[src/rtl/udp_ingress_gearbox.sv]
// Packs 64-bit MAC words into 256-bit beats and always emits exactly FRAME_BEATS beats per frame.
// Short frames are zero-padded and long frames are truncated. Define GEARBOX_STATS_EN to add the frame statistics counters.
module udp_ingress_gearbox #(
    parameter int IN_WIDTH    = 64,
    parameter int OUT_WIDTH   = 256,
    parameter int FRAME_BEATS = 63
`ifdef GEARBOX_STATS_EN
    ,
    parameter int CNT_WIDTH   = 16
`endif
) (
    input  logic                 clk,
    input  logic                 reset,
    input  logic [IN_WIDTH-1:0]  In_data,
    input  logic                 In_valid,
    input  logic                 In_last,
    output logic                 In_ready,
    output logic [OUT_WIDTH-1:0] Out_data,
    output logic                 Out_valid,
    output logic                 Out_last,
    input  logic                 Out_ready
`ifdef GEARBOX_STATS_EN
    ,
    output logic [CNT_WIDTH-1:0] frames_cnt,
    output logic [CNT_WIDTH-1:0] padded_cnt,
    output logic [CNT_WIDTH-1:0] truncated_cnt
`endif
);

    localparam int LANES  = OUT_WIDTH / IN_WIDTH;
    localparam int LANE_W = (LANES > 1) ? $clog2(LANES) : 1;
    localparam int BEAT_W = (FRAME_BEATS > 1) ? $clog2(FRAME_BEATS) : 1;
    localparam int ACC_W  = OUT_WIDTH - IN_WIDTH;
    localparam logic [LANE_W-1:0] LAST_LANE = LANE_W'(LANES - 1);
    localparam logic [BEAT_W-1:0] LAST_BEAT = BEAT_W'(FRAME_BEATS - 1);

    typedef enum logic [1:0] {
        S_FILL  = 2'd0,
        S_PAD   = 2'd1,
        S_DRAIN = 2'd2
    } state_t;

    state_t                r_state;
    state_t                w_state_next;
    logic [ACC_W-1:0]      r_acc;
    logic [LANE_W-1:0]     r_lane;
    logic [BEAT_W-1:0]     r_beat_cnt;
    logic [OUT_WIDTH-1:0]  r_out_data;
    logic                  r_out_valid;
    logic                  r_out_last;

    logic                  w_out_free;
    logic                  w_in_ready;
    logic                  w_accept;
    logic                  w_close;
    logic                  w_final_beat;
    logic [OUT_WIDTH-1:0]  w_base;
    logic [OUT_WIDTH-1:0]  w_beat;
    logic [ACC_W-1:0]      w_acc_wr;
    logic [ACC_W-1:0]      w_acc_next;
    logic [LANE_W-1:0]     w_lane_next;
    logic [BEAT_W-1:0]     w_beat_next;
    logic                  w_load;
    logic [OUT_WIDTH-1:0]  w_load_data;
    logic                  w_load_last;

    assign w_out_free   = !r_out_valid || Out_ready;
    assign w_in_ready   = (r_state == S_DRAIN) || ((r_state == S_FILL) && w_out_free);
    assign w_accept     = In_valid && w_in_ready;
    assign w_close      = (r_state == S_FILL) && w_accept && ((r_lane == LAST_LANE) || In_last);
    assign w_final_beat = (r_beat_cnt == LAST_BEAT);
    // Lanes at or above the current lane are always zero in the accumulator.
    assign w_base       = {{IN_WIDTH{1'b0}}, r_acc};

    // Beat candidate (accumulator plus the incoming word) and accumulator write-back value.
    always_comb begin
        w_beat   = w_base;
        w_acc_wr = r_acc;
        for (int k = 0; k < LANES; k++) begin
            w_beat[k*IN_WIDTH +: IN_WIDTH] = (r_lane == LANE_W'(k)) ? In_data : w_base[k*IN_WIDTH +: IN_WIDTH];
        end
        for (int k = 0; k < LANES - 1; k++) begin
            w_acc_wr[k*IN_WIDTH +: IN_WIDTH] = (r_lane == LANE_W'(k)) ? In_data : r_acc[k*IN_WIDTH +: IN_WIDTH];
        end
    end

    // Framing state register.
    always_ff @(posedge clk) begin
        if (reset) begin
            r_state <= S_FILL;
        end else begin
            r_state <= w_state_next;
        end
    end

    // Next-state, beat load and counter control.
    always_comb begin
        w_state_next = r_state;
        w_load       = 1'b0;
        w_load_data  = w_beat;
        w_load_last  = 1'b0;
        w_lane_next  = r_lane;
        w_beat_next  = r_beat_cnt;
        w_acc_next   = r_acc;
        case (r_state)
            S_FILL: begin
                if (w_close) begin
                    w_load      = 1'b1;
                    w_lane_next = {LANE_W{1'b0}};
                    w_acc_next  = {ACC_W{1'b0}};
                    if (w_final_beat) begin
                        w_load_last  = 1'b1;
                        w_beat_next  = {BEAT_W{1'b0}};
                        w_state_next = In_last ? S_FILL : S_DRAIN;
                    end else begin
                        w_beat_next  = r_beat_cnt + BEAT_W'(1);
                        w_state_next = In_last ? S_PAD : S_FILL;
                    end
                end else if (w_accept) begin
                    w_acc_next  = w_acc_wr;
                    w_lane_next = r_lane + LANE_W'(1);
                end else begin
                    w_acc_next  = r_acc;
                end
            end
            S_PAD: begin
                w_load_data = {OUT_WIDTH{1'b0}};
                if (w_out_free) begin
                    w_load = 1'b1;
                    if (w_final_beat) begin
                        w_load_last  = 1'b1;
                        w_beat_next  = {BEAT_W{1'b0}};
                        w_state_next = S_FILL;
                    end else begin
                        w_beat_next  = r_beat_cnt + BEAT_W'(1);
                    end
                end else begin
                    w_load = 1'b0;
                end
            end
            S_DRAIN: begin
                if (w_accept && In_last) begin
                    w_state_next = S_FILL;
                    w_lane_next  = {LANE_W{1'b0}};
                end else begin
                    w_state_next = S_DRAIN;
                end
            end
            default: begin
                w_state_next = S_FILL;
            end
        endcase
    end

    // Accumulator, lane/beat counters and the single output beat register.
    always_ff @(posedge clk) begin
        if (reset) begin
            r_acc       <= {ACC_W{1'b0}};
            r_lane      <= {LANE_W{1'b0}};
            r_beat_cnt  <= {BEAT_W{1'b0}};
            r_out_data  <= {OUT_WIDTH{1'b0}};
            r_out_valid <= 1'b0;
            r_out_last  <= 1'b0;
        end else begin
            r_acc      <= w_acc_next;
            r_lane     <= w_lane_next;
            r_beat_cnt <= w_beat_next;
            if (w_load) begin
                r_out_data  <= w_load_data;
                r_out_valid <= 1'b1;
                r_out_last  <= w_load_last;
            end else if (Out_ready) begin
                r_out_valid <= 1'b0;
                r_out_last  <= 1'b0;
            end
        end
    end

    assign In_ready  = w_in_ready;
    assign Out_data  = r_out_data;
    assign Out_valid = r_out_valid;
    assign Out_last  = r_out_last;

`ifdef GEARBOX_STATS_EN
    logic                 r_out_pad;
    logic                 r_out_trunc;
    logic [CNT_WIDTH-1:0] r_frames_cnt;
    logic [CNT_WIDTH-1:0] r_padded_cnt;
    logic [CNT_WIDTH-1:0] r_truncated_cnt;

    function automatic logic [CNT_WIDTH-1:0] sat_inc(input logic [CNT_WIDTH-1:0] v);
        return (&v) ? v : v + CNT_WIDTH'(1);
    endfunction

    // Frame kind travels with the Out_last beat so it is counted when that beat is consumed.
    always_ff @(posedge clk) begin
        if (reset) begin
            r_out_pad       <= 1'b0;
            r_out_trunc     <= 1'b0;
            r_frames_cnt    <= {CNT_WIDTH{1'b0}};
            r_padded_cnt    <= {CNT_WIDTH{1'b0}};
            r_truncated_cnt <= {CNT_WIDTH{1'b0}};
        end else begin
            if (w_load) begin
                r_out_pad   <= w_load_last && (r_state == S_PAD);
                r_out_trunc <= w_load_last && (r_state == S_FILL) && !In_last;
            end
            if (r_out_valid && Out_ready && r_out_last) begin
                r_frames_cnt <= sat_inc(r_frames_cnt);
                if (r_out_pad) begin
                    r_padded_cnt <= sat_inc(r_padded_cnt);
                end
                if (r_out_trunc) begin
                    r_truncated_cnt <= sat_inc(r_truncated_cnt);
                end
            end
        end
    end

    assign frames_cnt    = r_frames_cnt;
    assign padded_cnt    = r_padded_cnt;
    assign truncated_cnt = r_truncated_cnt;
`endif

endmodule

[config.mk]
export PLATFORM = sky130hd
export DESIGN_NAME = udp_ingress_gearbox
export DESIGN_NICKNAME = d
export VERILOG_FILES = /design/src/rtl/udp_ingress_gearbox.sv
export SDC_FILE = /design/constraint.sdc
export NUM_CORES = 1
export LEC_CHECK = 0
export CAP_MARGIN = 40
export CORE_ASPECT_RATIO = 1.75
export CORE_UTILIZATION = 59
export CTS_BUF_LIST = sky130_fd_sc_hd__clkbuf_8
export CTS_CLUSTER_DIAMETER = 80
export DETAILED_ROUTE_END_ITERATION = 10
export GPL_TIMING_DRIVEN = 0
export PLACE_DENSITY = 0.9
export SLEW_MARGIN = 30
export SYNTH_ARGS = -nofsm -noshare
export SYNTH_HDL_FRONTEND = slang
export SYNTH_SLANG_ARGS = --single-unit
[constraint.sdc]
create_clock -name clk -period 4.1 [get_ports clk]
set_input_delay 0.82 -clock clk [delete_from_list [all_inputs] [get_ports clk]]
set_output_delay 0.82 -clock clk [all_outputs]
set_load 0.05 [all_outputs]
==> impl_metrics.py, run 1 <==
metrics = {
    "setup_path": {
        "worstPathRequired_ps": 3280,
        "rr_startpoint": "r_lane[0]",
        "worstSetupPathType": "input port to output pin",
        "cp_data_arrival_time_ps": 2590,
        "start_kind": "input port",
        "crit-reg2reg-capture": "Out_data[83]",
        "worstSetupEndpointType": "output pin",
        "cp_slowest_cell": "clkdlybuf4s50_1",
        "ff2ff_path_depth": 7,
        "crit_chain": "clkdlybuf4s50_1 > nand2b_1 > nor2_1 > nor2_1 > clkdlybuf4s50_1",
        "max_stage_delay_ps": 830,
        "ff2ff_setup_slack_ps": 1170,
        "crit_fanout": 3,
    },
    "timing": {
        "min_period_ps": 3410,
        "whs_ps": 450,
        "hold_viol": 0,
        "final_max_slew_viol_count": 0,
        "max_freq_mhz": 293,
        "tightestPinTransition_ps": 899,
        "setup_violations": 0,
        "clock_skew_ps": 17.7,
        "finalCritPeriodShare": 0.833,
        "rsz0062_at_grt": "false",
        "tns_ps": 0,
        "slew_headroom": 0.400,
    },
    "power": {
        "switching_share": 0.296,
        "power_switching_mw": 2.90,
        "leakagePower_nw": 8.23,
        "clkPwrFrac": 0.375,
        "seqPwrFrac": 0.473,
        "peakVddDrop_mv": 0.308,
        "combPwrFrac": 0.152,
        "p_int_mw": 6.89,
        "powerDensity_nw_per_um2": 407,
    },
    "synth": {
        "seq_area_frac_synth": 0.487,
        "synth_cell_types": 33,
        "synth_top_family_by_area": "simple AND/OR/NAND/NOR gates",
        "synth.mux.area_fraction": 0.114,
        "synth_area_per_cell_sq_um": 8.27,
        "synth-xor-area-share": 0,
        "netlist_instances": 2286,
        "synthSimpleGateAreaFrac": 0.218,
        "synthAdderAreaFrac": 0.00397,
        "syn_area_sq_um": 18900,
        "ys_warn_count": 0,
        "ys_ff_latch": 460,
        "synth_compound_area_frac": 0.126,
        "synthesis.nets": 2361,
    },
    "floorplan": {
        "die-area_sq_um": 32800,
        "rows": 86,
        "pin_count": 328,
        "core_area_sq_um": 31500,
        "die_y_microns": 239,
        "die_w_microns": 137,
        "start_util": 0.600,
    },
    "place": {
        "gp_congestion": 0.924,
        "place_inst": 3016,
        "placed_area_sq_um": 22800,
        "io_buffers": 327,
        "dp_hpwl_microns": 47800,
    },
    "layout": {
        "finalNonFillerCells": 3130,
        "final_layout_size_suffix_gt1_frac": 0.133,
        "final_area_sq_um": 24000,
        "nFillCells": 2242,
        "syn2layout_area_growth_pct": 27.2,
        "num-nets-final": 2763,
    },
    "global_route": {
        "grt_max_degree": 11,
        "grt_usage": 0.406,
        "antenna_found_initial": 2,
        "grt_pass1_wl_microns": 101000,
        "overflow": 0,
        "grt_pass1_vias": 19000,
    },
    "cts": {
        "tritoncts": "yes",
        "cts-root-to-sink-buffers": 3,
        "ctsResizeCount": 0,
        "insertion_delay_ps": 640,
        "path_clk_slew_ps": 60,
        "htreeDepth": 3,
        "cts_buffers": 66,
        "cts_setup_buffers": 0,
        "ctsHoldBuffers": 0,
        "cts_root_buffer": "clkbuf_8",
        "clock-sinks": 460,
    },
    "flow_run": {
        "maxCapViolCount": 0,
    },
    "routing": {
        "ant_nets": 0,
        "dr.pass1.iters": 6,
        "drc_errors": 0,
        "vias": 19400,
        "finalWirelength_microns": 66700,
        "wl_per_cell_microns": 21.3,
        "vias_per_cell": 6.18,
        "drtIter0Drc": 1642,
    },
    "hold_path": {
        "min_to": "Out_data[54]",
        "worstHoldStart": "Out_data[54]",
        "min_path_type": "flip-flop to flip-flop",
        "whs_path_depth": 2,
    },
    "outcome": {
        "status": "complete, no violations",
    },
}
worst max-delay path: cells and delay by family:
family / cells / cell delay [ps]
buf+inv: 2 / 1370
simple gates: 3 / 400
cell type report:
| class | instances | area (sq um) | area share |
|---|---|---|---|
| repair buffers | 334 | 3350 | 0.139 |
| inverters | 6 | 22.5 | 0.000937 |
| diodes | 2 | 5.00 | 0.000208 |
| well taps | 396 | 495 | 0.0206 |
| clock inverters | 32 | 185 | 0.00770 |
| multi-input cells | 1599 | 8750 | 0.364 |
| plain buffers | 221 | 927 | 0.0386 |
| clock buffers | 80 | 1100 | 0.0458 |
| flip-flops and latches | 460 | 9210 | 0.383 |
flip-flops by register name, indices dropped and copies added (netlist names):
name	count
Out_data	256
Out_last	1
Out_valid	1
r_acc	192
r_beat_cnt	6
r_lane	2
r_state	2
per-layer routing:
| metal | track usage | vias to the layer above | part of all wire |
|---|---|---|---|
| met4 | 0.380 | 0 | 0.10 |
| met2 | 0.669 | 1189 | 0.48 |
| li1 | - | 8696 | - |
| met5 | 0 | - | 0 |
| met1 | 0.425 | 9076 | 0.33 |
| met3 | 0.0818 | 396 | 0.082 |
layout by cell type (no fill, tap or decap), drive strengths merged:
cell type / synthesis / routed
dfxtp: 460 / 460
buf: 76 / 83
ha: 6 / 6
clkbuf: 145 / 225
nor2b: 1 / 1
diode: 0 / 2
a211o: 1 / 1
nor4b: 2 / 2
clkinv: 0 / 3
nand4b: 1 / 1
a21oi: 456 / 456
nand2: 455 / 455
nand3: 455 / 455
a31o: 1 / 1
o2111ai: 1 / 1
or3: 1 / 1
a41oi: 1 / 1
inv: 6 / 32
clkinvlp: 0 / 1
mux2: 192 / 192
and3: 2 / 2
o21ai: 6 / 6
nor2: 6 / 6
nand2b: 3 / 3
nand3b: 1 / 1
and2: 1 / 1
or4: 3 / 3
clkdlybuf4s50: 0 / 327
a32oi: 1 / 1
a211oi: 2 / 2
a2111oi: 1 / 1
bufinv: 0 / 2
synth_stat cells, drive strengths merged:
| cell type | count | area share |
|---|---|---|
| dfxtp | 460 | 0.49 |
| a21oi | 456 | 0.12 |
| nand2 | 455 | 0.090 |
| nand3 | 455 | 0.12 |
| mux2 | 192 | 0.11 |
| clkbuf | 145 | 0.029 |
| buf | 76 | 0.020 |
| ha | 6 | 0.0040 |
| inv | 6 | 0.0012 |
| nor2 | 6 | 0.0012 |
| o21ai | 6 | 0.0016 |
| nand2b | 3 | 0.00099 |
| or4 | 3 | 0.0012 |
| a211oi | 2 | 0.0011 |
| and3 | 2 | 0.00066 |
| nor4b | 2 | 0.0017 |
| a2111oi | 1 | 0.00046 |
| a211o | 1 | 0.00046 |
| a31o | 1 | 0.00046 |
| a32oi | 1 | 0.00046 |
| a41oi | 1 | 0.00046 |
| and2 | 1 | 0.00033 |
| nand3b | 1 | 0.00040 |
| nand4b | 1 | 0.00046 |
| nor2b | 1 | 0.00033 |
| o2111ai | 1 | 0.00046 |
| or3 | 1 | 0.00033 |
cell families after synthesis:
group	Yosys count
AO/OA/AOI/OAI	470
adder cells (fa/ha/maj)	6
buffers and inverters	227
flip-flops	460
multiplexers	192
AND/OR/NAND/NOR	931
how the worst max path moves through the flow:
stage,end,slack (ps),start
CTS,In_ready,710,Out_ready
finish,In_ready,690,Out_ready
floorplan,In_ready,1650,Out_ready
global placement,Out_data[77],550,In_last
detailed placement,Out_data[83],470,In_last
global route,In_ready,620,Out_ready
metrics by stage:
stage	worst slack [ps]	util	power (mW)
finish	686	0.763	9.79
global route	621	0.763	10.0
floorplan	1650	-	5.61
global placement	549	0.719	6.12
CTS	710	0.763	9.72
detailed placement	465	0.722	6.17
power groups by stage:
stage	Combinational, mW	Sequential, mW	Clock [mW]
after floorplan	0.685	4.92	0
after global placement	1.40	4.72	0
after detailed placement	1.44	4.73	0
after CTS	1.45	4.63	3.64
after global routing	1.56	4.63	3.84
final	1.49	4.63	3.67
(Power assumes the default switching activity.)
==> run 2: changes to the inputs <==
CORE_UTILIZATION = 55   (was 59)
PLACE_DENSITY = 0.85   (was 0.9)
clock period = 3.3 ns   (was 4.1 ns; I/O delays follow)
==> run 2 against run 1 <==
Effect of this change: register-to-register slack worse by 610 ps; global-route usage down 4.2 points; via count down 2.4%.
==> impl_metrics.py, run 2 (same netlist as run 1, synthesis figures left out) <==
metrics = {
    "power": {
        "power_mw": 12.0,
        "powerDensity_nw_per_um2": 498,
        "peakVddDrop_mv": 0.367,
        "seqPwrFrac": 0.480,
        "clkPwrFrac": 0.368,
        "leakagePower_nw": 8.22,
        "switching_share": 0.293,
        "p_int_mw": 8.47,
        "combPwrFrac": 0.153,
        "power_switching_mw": 3.51,
    },
    "timing": {
        "setup_violations": 0,
        "min_period_ps": 3150,
        "finalCritPeriodShare": 0.956,
        "clock_skew_ps": 28.4,
        "max_freq_mhz": 317,
        "final_max_slew_viol_count": 0,
        "rsz0062_at_grt": "false",
        "slew_headroom": 0.408,
        "setup_ws_ps": 145,
        "tightestPinTransition_ps": 888,
        "whs_ps": 447,
        "hold_viol": 0,
    },
    "layout": {
        "final_cell_mix": "dfxtp_1, a21oi_1, nand2_1, nand3_1, clkdlybuf4s50_1",
        "final_common_cell": "dfxtp_1",
        "num-nets-final": 2761,
        "final_layout_size_suffix_gt1_frac": 0.133,
        "fin_util": 0.714,
        "syn2layout_area_growth_pct": 27.3,
        "largest_reg_flops": 256,
        "nFillCells": 2621,
    },
    "routing": {
        "finalWirelength_microns": 64700,
        "vias_per_cell": 5.92,
        "drc_errors": 0,
        "drtIter0Drc": 1226,
        "wl_per_cell_microns": 20.3,
        "dr.pass1.iters": 7,
        "vias": 18900,
        "ant_nets": 0,
    },
    "global_route": {
        "antenna_found_initial": 1,
        "overflow": 0,
        "grt_usage": 0.364,
        "grt_max_degree": 11,
        "grt_pass1_wl_microns": 97800,
        "grt_pass1_vias": 18300,
    },
    "floorplan": {
        "rows": 89,
        "die_y_microns": 247,
        "start_util": 0.560,
        "die-area_sq_um": 35200,
        "die_w_microns": 142,
        "pin_count": 328,
        "core_area_sq_um": 33700,
    },
    "setup_path": {
        "critPathTopFamily": "buffers and inverters",
        "worstSetupPathType": "input port to output pin",
        "max_stage_delay_ps": 850,
        "worstSetupEndpointType": "output pin",
        "worstPathRequired_ps": 2640,
        "cp_data_arrival_time_ps": 2490,
        "start_kind": "input port",
        "cp_num_buf_inv": 2,
        "cp_slowest_cell": "clkdlybuf4s50_1",
        "crit_chain": "clkdlybuf4s50_1 > nand2b_1 > nor2_1 > nor2_1 > clkdlybuf4s50_1",
        "crit_fanout": 3,
    },
    "cts": {
        "cts_setup_buffers": 0,
        "cts_buffers": 66,
        "cts_root_buffer": "clkbuf_8",
        "clock-sinks": 460,
        "ctsResizeCount": 0,
        "htreeDepth": 3,
        "tritoncts": "yes",
        "path_clk_slew_ps": 60,
        "cts-root-to-sink-buffers": 3,
        "ctsHoldBuffers": 0,
        "insertion_delay_ps": 650,
    },
    "place": {
        "dp_hpwl_microns": 47700,
        "gp_congestion": 0.931,
        "dp_slack_ps": 25.5,
        "io_buffers": 327,
    },
    "hold_path": {
        "min_path_type": "flip-flop to flip-flop",
    },
    "outcome": {
        "status": "complete, no violations",
    },
    "flow_run": {
        "maxCapViolCount": 0,
    },
}
[run 2: area by class of cell]
type,instances,area (sq um),area share
multi-input combinational,1599,8750,0.363
timing repair buffer,332,3330,0.138
antenna,2,5.00,0.000208
clock buffer,83,1140,0.0475
buffer,221,930,0.0386
sequential,460,9210,0.383
tap,455,569,0.0236
clock inverter,30,120,0.00499
inverter,6,22.5,0.000936
[run 2: worst reg2reg max path, delay by kind of cell (launching register included)]
family	cells	cell delay [ps]
buf+inv	3	1010
simple gates	1	200
flops	1	390
compound gates	3	800
fa+ha+maj	1	240
[run 2: worst paths after layout]
check                           startpoint             to  slack (ps)  depth (start not counted)
worst min-delay path             r_acc[47]      r_acc[47]         450                          2
worst max register to register   r_lane[1]  Out_data[190]         560                          8
worst max-delay path             Out_ready       In_ready         150                          5
worst min register to register   r_acc[47]      r_acc[47]         450                          2
[run 2: routing by layer]
layer / vias up / global-route usage / share of wire / wire (microns)
li1: 8691 / - / - / -
met1: 8846 / 0.373 / 0.34 / 22000
met2: 1032 / 0.637 / 0.50 / 32500
met3: 319 / 0.0697 / 0.073 / 4710
met4: 0 / 0.302 / 0.084 / 5440
met5: - / 0 / 0 / 0
[run 2: power by group through the flow]
stage	logic [mW]	clock network [mW]	registers (mW)
detailed placement	1.79	0	5.87
finish	1.83	4.41	5.75
CTS	1.80	4.42	5.75
global route	1.92	4.69	5.76
floorplan	0.851	0	6.11
global placement	1.75	0	5.86
[run 2: through the flow]
stage                     instances  TNS (ps)  instance area (sq um)
after floorplan                2286         0                  18900
after global placement         3068     -4720                  22800
after detailed placement       3073         0                  22800
after CTS                      3186         0                  24100
after global routing           3187         0                  24100
final                          3188         0                  24100
==> run 3: changes to the inputs <==
CORE_UTILIZATION = 53   (was 55)
CTS_BUF_LIST = default   (was sky130_fd_sc_hd__clkbuf_8)
PLACE_DENSITY = 0.82   (was 0.85)
SLEW_MARGIN = 10   (was 30)
==> run 3 against run 2 <==
Effect of this change: setup slack better by 51 ps; fmax is 1.6% higher; via count is 0.36% lower; cell area is 1.3% higher; flip-flop and latch count stayed put; cell count is 0.69% lower; clock-buffer cell count is 20 lower; combinational power hardly changed; non-clock buffer count is 4 higher; clock skew is 3.9 ps lower; clock power is 21% higher; largest cell class unchanged.
==> impl_metrics.py, run 3 (same netlist as run 1, synthesis figures left out) <==
metrics = {
    "setup_path": {
        "rr_startpoint": "r_lane[1]",
        "start_kind": "input port",
        "worstSetupPathType": "input port to output pin",
        "worstPathRequired_ps": 2640,
        "cp_data_arrival_time_ps": 2440,
        "crit_fanout": 3,
        "worstSetupEndpointType": "output pin",
        "ff2ff_setup_slack_ps": 590,
        "crit-reg2reg-capture": "Out_data[190]",
        "ff2ff_path_depth": 8,
    },
    "floorplan": {
        "rows": 91,
        "die-area_sq_um": 36500,
        "pin_count": 328,
        "die_w_microns": 145,
        "die_y_microns": 252,
        "start_util": 0.537,
        "core_area_sq_um": 35200,
    },
    "global_route": {
        "overflow": 0,
        "grt_max_degree": 16,
        "grt_pass1_vias": 18500,
        "grt_pass1_wl_microns": 99900,
        "grt_usage": 0.361,
        "antenna_found_initial": 1,
    },
    "cts": {
        "cts_setup_buffers": 0,
        "clock-sinks": 460,
        "cts_root_buffer": "clkbuf_16",
        "ctsResizeCount": 0,
        "htreeDepth": 2,
        "cts_buffers": 42,
        "path_clk_slew_ps": 70,
        "insertion_delay_ps": 560,
        "ctsHoldBuffers": 0,
        "cts-root-to-sink-buffers": 3,
        "tritoncts": "yes",
    },
    "routing": {
        "vias": 18800,
        "vias_per_cell": 5.94,
        "drtIter0Drc": 1495,
        "drc_errors": 0,
        "wl_per_cell_microns": 20.9,
        "finalWirelength_microns": 66200,
        "dr.pass1.iters": 6,
        "ant_nets": 0,
    },
    "timing": {
        "tns_ps": 0,
        "slew_headroom": 0.406,
        "setup_violations": 0,
        "hold_viol": 0,
        "rsz0062_at_grt": "false",
        "max_freq_mhz": 322,
        "min_period_ps": 3100,
        "final_max_slew_viol_count": 0,
        "clock_skew_ps": 24.5,
        "finalCritPeriodShare": 0.941,
        "tightestPinTransition_ps": 891,
    },
    "power": {
        "peakVddDrop_mv": 0.431,
        "leakagePower_nw": 8.24,
        "powerDensity_nw_per_um2": 531,
    },
    "hold_path": {
        "min_path_type": "flip-flop to flip-flop",
        "worstHoldStart": "r_acc[113]",
        "min_to": "r_acc[113]",
        "whs_path_depth": 2,
    },
    "place": {
        "placed_area_sq_um": 22900,
        "dp_hpwl_microns": 48500,
        "gp_congestion": 0.956,
        "io_buffers": 327,
    },
    "layout": {
        "final_area_sq_um": 24400,
        "seq_area_sq_um": 9210,
        "final_cell_mix": "dfxtp_1, a21oi_1, nand2_1, nand3_1, clkdlybuf4s50_1",
        "num-nets-final": 2741,
        "nFillCells": 2814,
        "final_layout_size_suffix_gt1_frac": 0.130,
        "final_common_cell": "dfxtp_1",
        "syn2layout_area_growth_pct": 28.9,
        "multi_input_area_sq_um": 8750,
        "largest_reg_flops": 256,
    },
    "flow_run": {
        "maxCapViolCount": 0,
    },
    "outcome": {
        "status": "complete, no violations",
    },
}
run 3: cell types whose count changed in the layout (fill, tap and decap cells not counted), sizes merged:
| cell | delta |
|---|---|
| diode | -1 |
| buf | +4 |
| bufinv | +5 |
| clkinv | +5 |
| clkbuf | -20 |
| inv | -25 |
run 3: worst max-delay path by stage:
stage	startpoint	endpoint	cells after the start
finish	Out_ready	In_ready	5
global placement	In_last	Out_data[77]	7
global route	Out_ready	In_ready	5
floorplan	Out_ready	In_ready	3
detailed placement	In_last	r_acc[178]	6
CTS	Out_ready	In_ready	5
run 3: cell type report:
cell class	instances	share of cell area
Buffer	221	0.0380
Multi-Input combinational cell	1599	0.359
Clock inverter	15	0.00847
Clock buffer	63	0.0535
Sequential cell	460	0.378
Antenna cell	1	0.000103
Timing Repair Buffer	336	0.139
Tap cell	465	0.0239
Inverter	6	0.000924
run 3: power by group:
group	leakage [nW]	switching [mW]	total (mW)	internal, mW
combinational	3.77	1.30	1.85	0.550
sequential	3.72	0.0760	5.75	5.67
clock	0.749	2.22	5.35	3.13
run 3: stage by stage:
stage | cells | worst slack [ps] | utilization | hold slack (ps) | total power [mW]
after floorplan | 2286 | 1170 | - | 429 | 6.96
after global placement | 3078 | -210 | 0.647 | 435 | 7.63
after detailed placement | 3086 | 98.2 | 0.650 | 442 | 7.67
after CTS | 3164 | 227 | 0.693 | 450 | 12.9
after global routing | 3165 | 173 | 0.693 | 464 | 13.3
final | 3166 | 196 | 0.693 | 449 | 13.0
run 3: per-layer routing:
metal  vias to the layer above  global-route usage  part of all wire
met4                         2               0.297             0.086
met5                         -                   0           0.00017
li1                       8635                   -                 -
met3                       324              0.0512             0.066
met2                       977               0.624              0.50
met1                      8882               0.383              0.35
run 3: worst max-delay path, cell delays in order:
cell             delay (ps)
clkdlybuf4s50_1         540
nand2b_1                180
nor2_1                   50
nor2_1                  180
clkdlybuf4s50_1         840
